===== config.mk =====
export PLATFORM = sky130hd
export DESIGN_NAME = max_pool_stage
export DESIGN_NICKNAME = d
export VERILOG_FILES = /design/src/rtl/cnn_params.sv /design/src/rtl/pool_line_buffer.sv /design/src/rtl/max_pool_stage.sv
export SDC_FILE = /design/constraint.sdc
export NUM_CORES = 1
export LEC_CHECK = 0
export BUFFER_PORTS_ARGS = -buffer_cell sky130_fd_sc_hd__buf_4
export CORE_MARGIN = 2
export CORE_UTILIZATION = 40
export CTS_CLUSTER_DIAMETER = 50
export CTS_CLUSTER_SIZE = 10
export DETAILED_ROUTE_END_ITERATION = 8
export GPL_TIMING_DRIVEN = 0
export RECOVER_POWER = 50
export SLEW_MARGIN = 20
export SYNTH_ARGS = -nofsm -noshare
export SYNTH_HDL_FRONTEND = slang
export SYNTH_SLANG_ARGS = --single-unit

===== constraint.sdc =====
create_clock -name clk -period 4.95 [get_ports clk]
set_input_delay 0.99 -clock clk [delete_from_list [all_inputs] [get_ports clk]]
set_output_delay 0.99 -clock clk [all_outputs]
set_load 0.01 [all_outputs]

===== src/rtl/cnn_params.sv =====
// Shared CNN layer parameters and size derivations.
// Used by the pooling stage and its line buffer.
package cnn_params;

    localparam int DATA_WIDTH_DEF  = 16;
    localparam int FRAC_BIT_DEF    = 8;
    localparam int KERNEL_SIZE_DEF = 5;
    localparam int IMAGE_SIZE_DEF  = 28;

    function automatic int f_conv_size(input int img, input int k);
        return img - k + 1;
    endfunction

    function automatic int f_pool_size(input int conv);
        return conv / 2;
    endfunction

    function automatic int f_cnt_width(input int conv);
        return (conv < 2) ? 1 : $clog2(conv);
    endfunction

    function automatic int f_addr_width(input int pool);
        return (pool < 2) ? 1 : $clog2(pool);
    endfunction

endpackage


===== src/rtl/pool_line_buffer.sv =====
// One-row buffer of horizontal pair maxima for the 2x2 pool.
// Synchronous write, combinational read.
module pool_line_buffer #(
    parameter int DATA_WIDTH = 16,
    parameter int DEPTH      = 12,
    parameter int AW         = 4
) (
    input  logic                  clk,
    input  logic                  i_we,
    input  logic [AW-1:0]         i_waddr,
    input  logic [DATA_WIDTH-1:0] i_wdata,
    input  logic [AW-1:0]         i_raddr,
    output logic [DATA_WIDTH-1:0] o_rdata
);

    logic [DATA_WIDTH-1:0] r_mem [DEPTH];

    // Store the even-row pair max for later column match-up.
    always_ff @(posedge clk) begin
        if (i_we) begin
            r_mem[i_waddr] <= i_wdata;
        end
    end

    assign o_rdata = r_mem[i_raddr];

endmodule


===== src/rtl/max_pool_stage.sv =====
// Streaming 2x2 stride-2 signed max pool over a raster stream.
// Define RELU_POOL_EN to clamp negative inputs to zero first.
module max_pool_stage
    import cnn_params::*;
#(
    parameter int DATA_WIDTH  = DATA_WIDTH_DEF,
    parameter int FRAC_BIT    = FRAC_BIT_DEF,
    parameter int KERNEL_SIZE = KERNEL_SIZE_DEF,
    parameter int IMAGE_SIZE  = IMAGE_SIZE_DEF
) (
    input  logic                  clk,
    input  logic                  reset,
    input  logic                  in_valid,
    input  logic [DATA_WIDTH-1:0] pixel_in,
    output logic [DATA_WIDTH-1:0] pool_out,
    output logic                  out_valid,
    output logic                  frame_done
);

    localparam int CONV_SIZE = f_conv_size(IMAGE_SIZE, KERNEL_SIZE);
    localparam int POOL_SIZE = f_pool_size(CONV_SIZE);
    localparam int CW        = f_cnt_width(CONV_SIZE);
    localparam int AW        = f_addr_width(POOL_SIZE);

    localparam logic [CW-1:0] CNT_LAST = CW'(CONV_SIZE - 1);
    localparam logic [CW-1:0] WIN_LAST = CW'(2 * POOL_SIZE - 1);

    // Fixed-point format is carried, never interpreted here.
    if (FRAC_BIT < 0 || FRAC_BIT >= DATA_WIDTH) begin : g_bad_frac
        $error("FRAC_BIT out of range");
    end
    if (CONV_SIZE < 2) begin : g_bad_conv
        $error("CONV_SIZE must be at least 2");
    end

    logic [CW-1:0]         r_col;
    logic [CW-1:0]         r_row;
    logic [DATA_WIDTH-1:0] r_hold;
    logic [DATA_WIDTH-1:0] r_pool;
    logic                  r_ov;
    logic                  r_fd;

    logic [DATA_WIDTH-1:0] w_pix;
    logic [DATA_WIDTH-1:0] w_pair;
    logic [DATA_WIDTH-1:0] w_lb_rd;
    logic [DATA_WIDTH-1:0] w_win;
    logic [AW-1:0]         w_addr;
    logic                  w_lb_we;
    logic                  w_last;

`ifdef RELU_POOL_EN
    assign w_pix = pixel_in[DATA_WIDTH-1] ? '0 : pixel_in;
`else
    assign w_pix = pixel_in;
`endif

    assign w_pair  = ($signed(w_pix) > $signed(r_hold)) ? w_pix : r_hold;
    assign w_win   = ($signed(w_pair) > $signed(w_lb_rd)) ? w_pair : w_lb_rd;
    assign w_addr  = AW'(r_col >> 1);
    assign w_lb_we = reset & in_valid & r_col[0] & ~r_row[0];
    assign w_last  = (r_row == WIN_LAST) && (r_col == WIN_LAST);

    pool_line_buffer #(
        .DATA_WIDTH (DATA_WIDTH),
        .DEPTH      (POOL_SIZE),
        .AW         (AW)
    ) u_line_buf (
        .clk     (clk),
        .i_we    (w_lb_we),
        .i_waddr (w_addr),
        .i_wdata (w_pair),
        .i_raddr (w_addr),
        .o_rdata (w_lb_rd)
    );

    // Raster counters, pair hold and registered window output.
    always_ff @(posedge clk) begin
        if (!reset) begin
            r_col  <= '0;
            r_row  <= '0;
            r_hold <= '0;
            r_pool <= '0;
            r_ov   <= 1'b0;
            r_fd   <= 1'b0;
        end else begin
            r_ov <= 1'b0;
            r_fd <= 1'b0;
            if (in_valid) begin
                if (r_col == CNT_LAST) begin
                    r_col <= '0;
                    r_row <= (r_row == CNT_LAST) ? '0 : r_row + 1'b1;
                end else begin
                    r_col <= r_col + 1'b1;
                end
                if (!r_col[0]) begin
                    r_hold <= w_pix;
                end else if (r_row[0]) begin
                    r_pool <= w_win;
                    r_ov   <= 1'b1;
                    r_fd   <= w_last;
                end
            end
        end
    end

    assign pool_out   = r_pool;
    assign out_valid  = r_ov;
    assign frame_done = r_fd;

endmodule


Yosys cells after proc, flatten, opt, wreduce, memory -nomap -nowiden
Memory sizes are Yosys's and may differ from the RTL's. A register that Yosys moved wholly into a read port is not among the register bits.
Cells that the tools add are included.
{"block": "totals", "ff_bits": 44, "ramBits": 192, "input_bits": 19, "out_inout_bits": 18, "word_cells": 33, "n_memories": 1}
{"memory": "u_line_buf.r_mem", "words": 12, "width": 16, "read_ports": 1, "rd_ports_with_merged_regs": 1, "wr": 1, "line": "pool_line_buffer.sv:16", "text": "logic [DATA_WIDTH-1:0] r_mem [DEPTH];"}
{"block": "classes", "add_sub_neg": 2, "n_lt_le_gt_ge": 2, "eq_ne": 2, "mux": 9, "bitwise": 5, "n_reduce_logical": 6}
{"operator": "$gt A16 B16 Y1", "n": 2}
{"operator": "$mux W16", "n": 2}
{"operator": "$add A5 B1 Y5 const B", "n": 2}
{"operator": "$eq A5 B5 Y1 const B", "n": 2}
{"operator": "$mux W5", "n": 2}
{"operator": "$mux W4", "n": 2}
{"operator": "$reduce_and A3 Y1", "n": 2}
{"operator": "$reduce_and A2 Y1", "n": 2}
{"operator": "$reduce_and A4 Y1", "n": 1}
{"operator": "$and A1 B1 Y1", "n": 3}
{"operator": "$mux W1", "n": 3}
{"operator": "$not A1 Y1", "n": 2}
{"operator": "$logic_and A1 B1 Y1", "n": 1}

Longest topological paths before layout
{"block": "logic_depth", "ltp_word": 5, "depth_mapped": 18, "depth_no_buf": 16}

Hierarchy
Synthesis repeated with hierarchy kept, for this count alone.
{"block": "hier_totals", "hier_cells": 662, "hier_area_um2": 9980.8}
{"module": "pool_line_buffer", "instances": 1, "cells_each": 326, "area_each_um2": 7289.5, "seq_area_each_um2": 5765.5}
{"module": "max_pool_stage", "instances": 1, "cells_each": 336, "area_each_um2": 2691.3, "seq_area_each_um2": 880.8}

Worst setup path before layout
Ideal clock, no wire load.
{"block": "synth_path", "path_type": "input -> register", "start": "in pixel_in[1]", "end": "reg r_pool[10], in the netlist pool_out[10]", "setup_ns": 0.116, "t_arrival_ns": 4.410, "required_time_ns": 4.834, "slack_ns": 0.424, "stages": 16, "n_path_buf": 2, "cell_sequence": "ha_1 > nor2b_4 > o211ai_2 > a2111oi_2 > nor4_1 > o22ai_2 > buf_6 > mux2_4 > ha_1 > a21o_1 > a21o_1 > a211o_1 > a21oi_1 > o21ai_1 > clkbuf_1 > a31o_2"}
{"block": "synth_between", "elab_chain_cells": 4}
{"item": "start: declaration", "line": "max_pool_stage.sv:14", "text": "input logic [DATA_WIDTH-1:0] pixel_in,"}
{"item": "$gt A16 B16 Y1", "line": "max_pool_stage.sv:57", "text": "assign w_pair = ($signed(w_pix) > $signed(r_hold)) ? w_pix : r_hold;"}
{"item": "$mux W16", "line": "max_pool_stage.sv:57"}
{"item": "net u_line_buf.i_wdata[11]", "line": "pool_line_buffer.sv:11", "text": "input logic [DATA_WIDTH-1:0] i_wdata,"}
{"item": "$gt A16 B16 Y1", "line": "max_pool_stage.sv:58", "text": "assign w_win = ($signed(w_pair) > $signed(w_lb_rd)) ? w_pair : w_lb_rd;"}
{"item": "$mux W16", "line": "max_pool_stage.sv:58"}
{"item": "end signal: assignment", "line": "max_pool_stage.sv:98", "text": "r_pool <= w_win;"}
{"item": "end: declaration", "line": "max_pool_stage.sv:39", "text": "logic [DATA_WIDTH-1:0] r_pool;"}
The timed path passes the listed nets, and every way through them passes these cells.
A chain may end at the register's enable or synchronous reset.

Worst setup path after layout
{"block": "layout_path", "start": "in pixel_in[3]", "end": "reg r_pool[8], in the netlist pool_out[8]"}
Same word-level chain as after synthesis.

==> metrics.md <==
| Metric | Value |
|---|---|
| Outcome | `complete, no violations` |
| YS warnings | `0` |
| Initial antenna violation count | `0` |
| Crit path max-delay family | `compound AO/OA/AOI/OAI gates` |
| Clk sinks | `240` |
| DRC errors left | `0` |
| Commonest non-fill, non-tap cell in the layout | `edfxtp_1` |
| Commonest cells after routing, fill and taps aside | `edfxtp_1, clkbuf_1, nand2_1` |
| Num CTS Buffers | `29` |
| Synthesis-to-layout area growth | `15.9%` |
| Final Hold Fails | `0` |
| Post-place instance area | `11000 µm²` |
| Mapped Nets | `695` |
| Die Height | `~160 µm` |
| Worst path arrival time | `5070 ps` |
| Most used DFF post-synth | `edfxtp_1` |
| Core Area | `25000 µm²` |
| Worst R2R End | `pool_out[8]` |
| Largest net degree at the start of global routing | `15` |
| Die Width | `163 µm` |
| Worst-Margin Slew | `980 ps` |
| Initial core utilization | `40.4%` |
| Slowest library cell on the worst path | `o41ai_4` |
| WS Path Type | `primary input to register` |
| Max-slew violations | `0` |
| Vias in the first global route | `6078` |
| Post-Route WL | `23.1 mm` |
| Core Rows | `58` |
| FF-to-FF Start | `r_hold[15]` |
| Clock tree root driver cell | `clkbuf_16` |
| Most area-consuming cells after synthesis | `edfxtp_1, mux4_2, dfxtp_1` |
| CTS tree | `yes` |
| FF-to-FF path depth | `17` |
| Share of cells above drive strength 1 | `19.5%` |
| Worst Setup Start Kind | `primary input` |
| Crit Path Max Fanout | `14` |
| Top-area cell type share of the netlist area | `57.1%` |
| Fin cells | `1080` |
| Peak VDD IR | `between 200 and 250 µV` |
| Count of cell types in the netlist | `47` |
| Clk_skew | `around 25 ps` |
| H-tree Lvls | `1` |
| IO buf count | `35` |
| Antenna viol nets, final | `0` |
| Clock Latency Late Sink | `about 540 ps` |
| Async SR Flop Fraction | `0%` |
| DIE AREA | `26500 µm²` |
| Mapped Area | `10100 µm²` |
| Cell count of the worst hold path | `2` |
| Via/cell ratio | `around 5.4` |
| Fmax | `0.215 GHz` |
| Critical Path RT | `5370 ps` |
| First-pass GRT wire length | `35.4 mm` |
| CTS clk-pin slew, worst paths | `50 ps` |
| Design Power | `4.52 mW` |
| GRT Util Overall | `17.6%` |
| WP buf/inv | `4` |
| # Max-Cap Violations | `0` |
| DR iter-0 viols | `586` |
| Crit path largest cell delay | `470 ps` |
| Hold slack | `approximately 470 ps` |
| Pwr dens | `387 nW/µm²` |
| I/O pin count | `37` |
| CTS max path bufs | `3` |
| Setup Viol. Count Final | `0` |
| CTS Hold Buffers Added | `0` |
| ANT cells | `0` |
| Hold Crit Start | `r_hold[14]` |
| Final period util | `~94%` |
| Sequential fraction of the synthesis area | `66.7%` |
| Hold EP | `r_hold[14]` |
| CP Capture Type | `register` |
| Post-synth EDFFs | `192` |
| Final GP Congestion | `0.850` |
| Vias | `5851` |
| Placed insts | `1022` |
| DR pass1 iterations | `5` |
| FF+latch count, synth | `240` |
| Hold/Removal Path Class | `register to register` |
| Syn_area_per_cell | `around 16 µm²` |
| Global route total overflow | `0` |
| Post-DP HPWL | `16.3 mm` |
| Worst slew margin | `between 30% and 40%` |
| Synth Instances | `642` |
| FF-to-FF setup slack | `480 ps` |
| Min Tclk post-route | `4650 ps` |
| Routed len/inst | `approximately 21 µm` |
| Dominant cell type by area after synthesis | `edfxtp_1` |
| Fin area | `11700 µm²` |
| Leak | `3.91 nW` |
| Critical path cell sequence | `buf_4, ha_1, a21oi_1, a2111oi_2, nor4_2, o22ai_2, buf_4, buf_6, mux2_4, ha_1, nand4_1, o41ai_4, nor3_1, o31ai_1, o21ai_2, clkbuf_1, a31o_2` |
| Final nets | `780` |
==> worst max-delay path by stage <==
stage,from,to,slack (ps),depth (start not counted)
after detailed placement,pixel_in[1],pool_out[12],-280,17
after floorplan,pixel_in[1],pool_out[10],420,16
final,pixel_in[3],pool_out[8],300,17
after CTS,pixel_in[1],pool_out[8],260,17
after global placement,pixel_in[15],pool_out[12],-190,16
after global routing,pixel_in[15],pool_out[8],-30,18
==> per-stage QoR <==
step | util, % | TNS [ps] | setup WS [ps]
4_1_cts | 47.4 | 0 | 262
3_3_place_gp | 43.1 | -1900 | -193
3_5_place_dp | 44.0 | -2790 | -283
6_report | 46.9 | 0 | 298
5_1_grt | 46.9 | -25.3 | -25.3
2_1_floorplan | - | 0 | 424
==> area by class of cell <==
cell class	count	area [µm²]
fill	2202	13300
sequential	240	6730
multi-input combinational	354	3190
clock buffer	49	821
tap	330	413
timing repair buffer	54	319
buffer	29	131
inverter	19	71.3
clock inverter	5	32.5
==> routing by layer <==
layer / track usage (%) / wire length (µm) / vias up
li1: - / - / 2666
met1: 24.0 / 9900 / 2997
met2: 29.9 / 11600 / 147
met3: 2.57 / 1100 / 41
met4: 4.34 / 464 / 0
met5: 0 / 0 / -
==> Yosys cell counts, types with 3 or more instances <==
cell type / number
a21o_1: 5
nor2_1: 37
mux2_4: 9
mux2i_1: 18
nand2_1: 61
a31o_1: 9
mux2_2: 6
clkbuf_1: 18
nor3_1: 7
nor2b_1: 4
a31o_2: 6
mux4_2: 48
xor2_1: 3
ha_1: 34
edfxtp_1: 192
buf_2: 3
nand4_1: 10
o21ai_0: 16
inv_1: 18
nand3_1: 5
nand2b_1: 7
buf_1: 5
dfxtp_1: 48
a21oi_1: 47
==> sequential cells by signal, indices dropped and copies added (netlist names), named ones only <==
| name | cells |
|---|---|
| out_valid | 1 |
| r_row | 5 |
| r_col | 5 |
| frame_done | 1 |
| pool_out | 16 |
| r_hold | 16 |
| u_line_buf.r_mem | 192 |
==> kinds of logic after synthesis <==
logic type / synth area share, %
XOR/XNOR: 0.260
buffers and inverters: 2.01
AO/OA/AOI/OAI: 6.08
adder cells (fa/ha/maj): 4.22
AND/OR/NAND/NOR: 6.14
multiplexers: 14.6
flip-flops: 66.7
==> power by group <==
| part | switching, mW | total (mW) | internal [mW] |
|---|---|---|---|
| logic | 0.242 | 0.383 | 0.142 |
| registers | 0.00971 | 2.25 | 2.24 |
| clock network | 0.773 | 1.89 | 1.12 |
==> repair_timing <==
| item | in CTS | in global routing |
|---|---|---|
| resized for setup | 0 | 3 |
| endpoints found under the setup margin | 0 | 11 |
| setup buffers | 0 | 4 |
| hold endpoints to repair | 0 | 0 |
==> tightest hold or removal path, cell delays in order (launching register included) <==
cell and delay [ps]:
dfxtp_1 320, nand2_1 50, a21oi_1 50
Power figures use the tool's default switching activity.
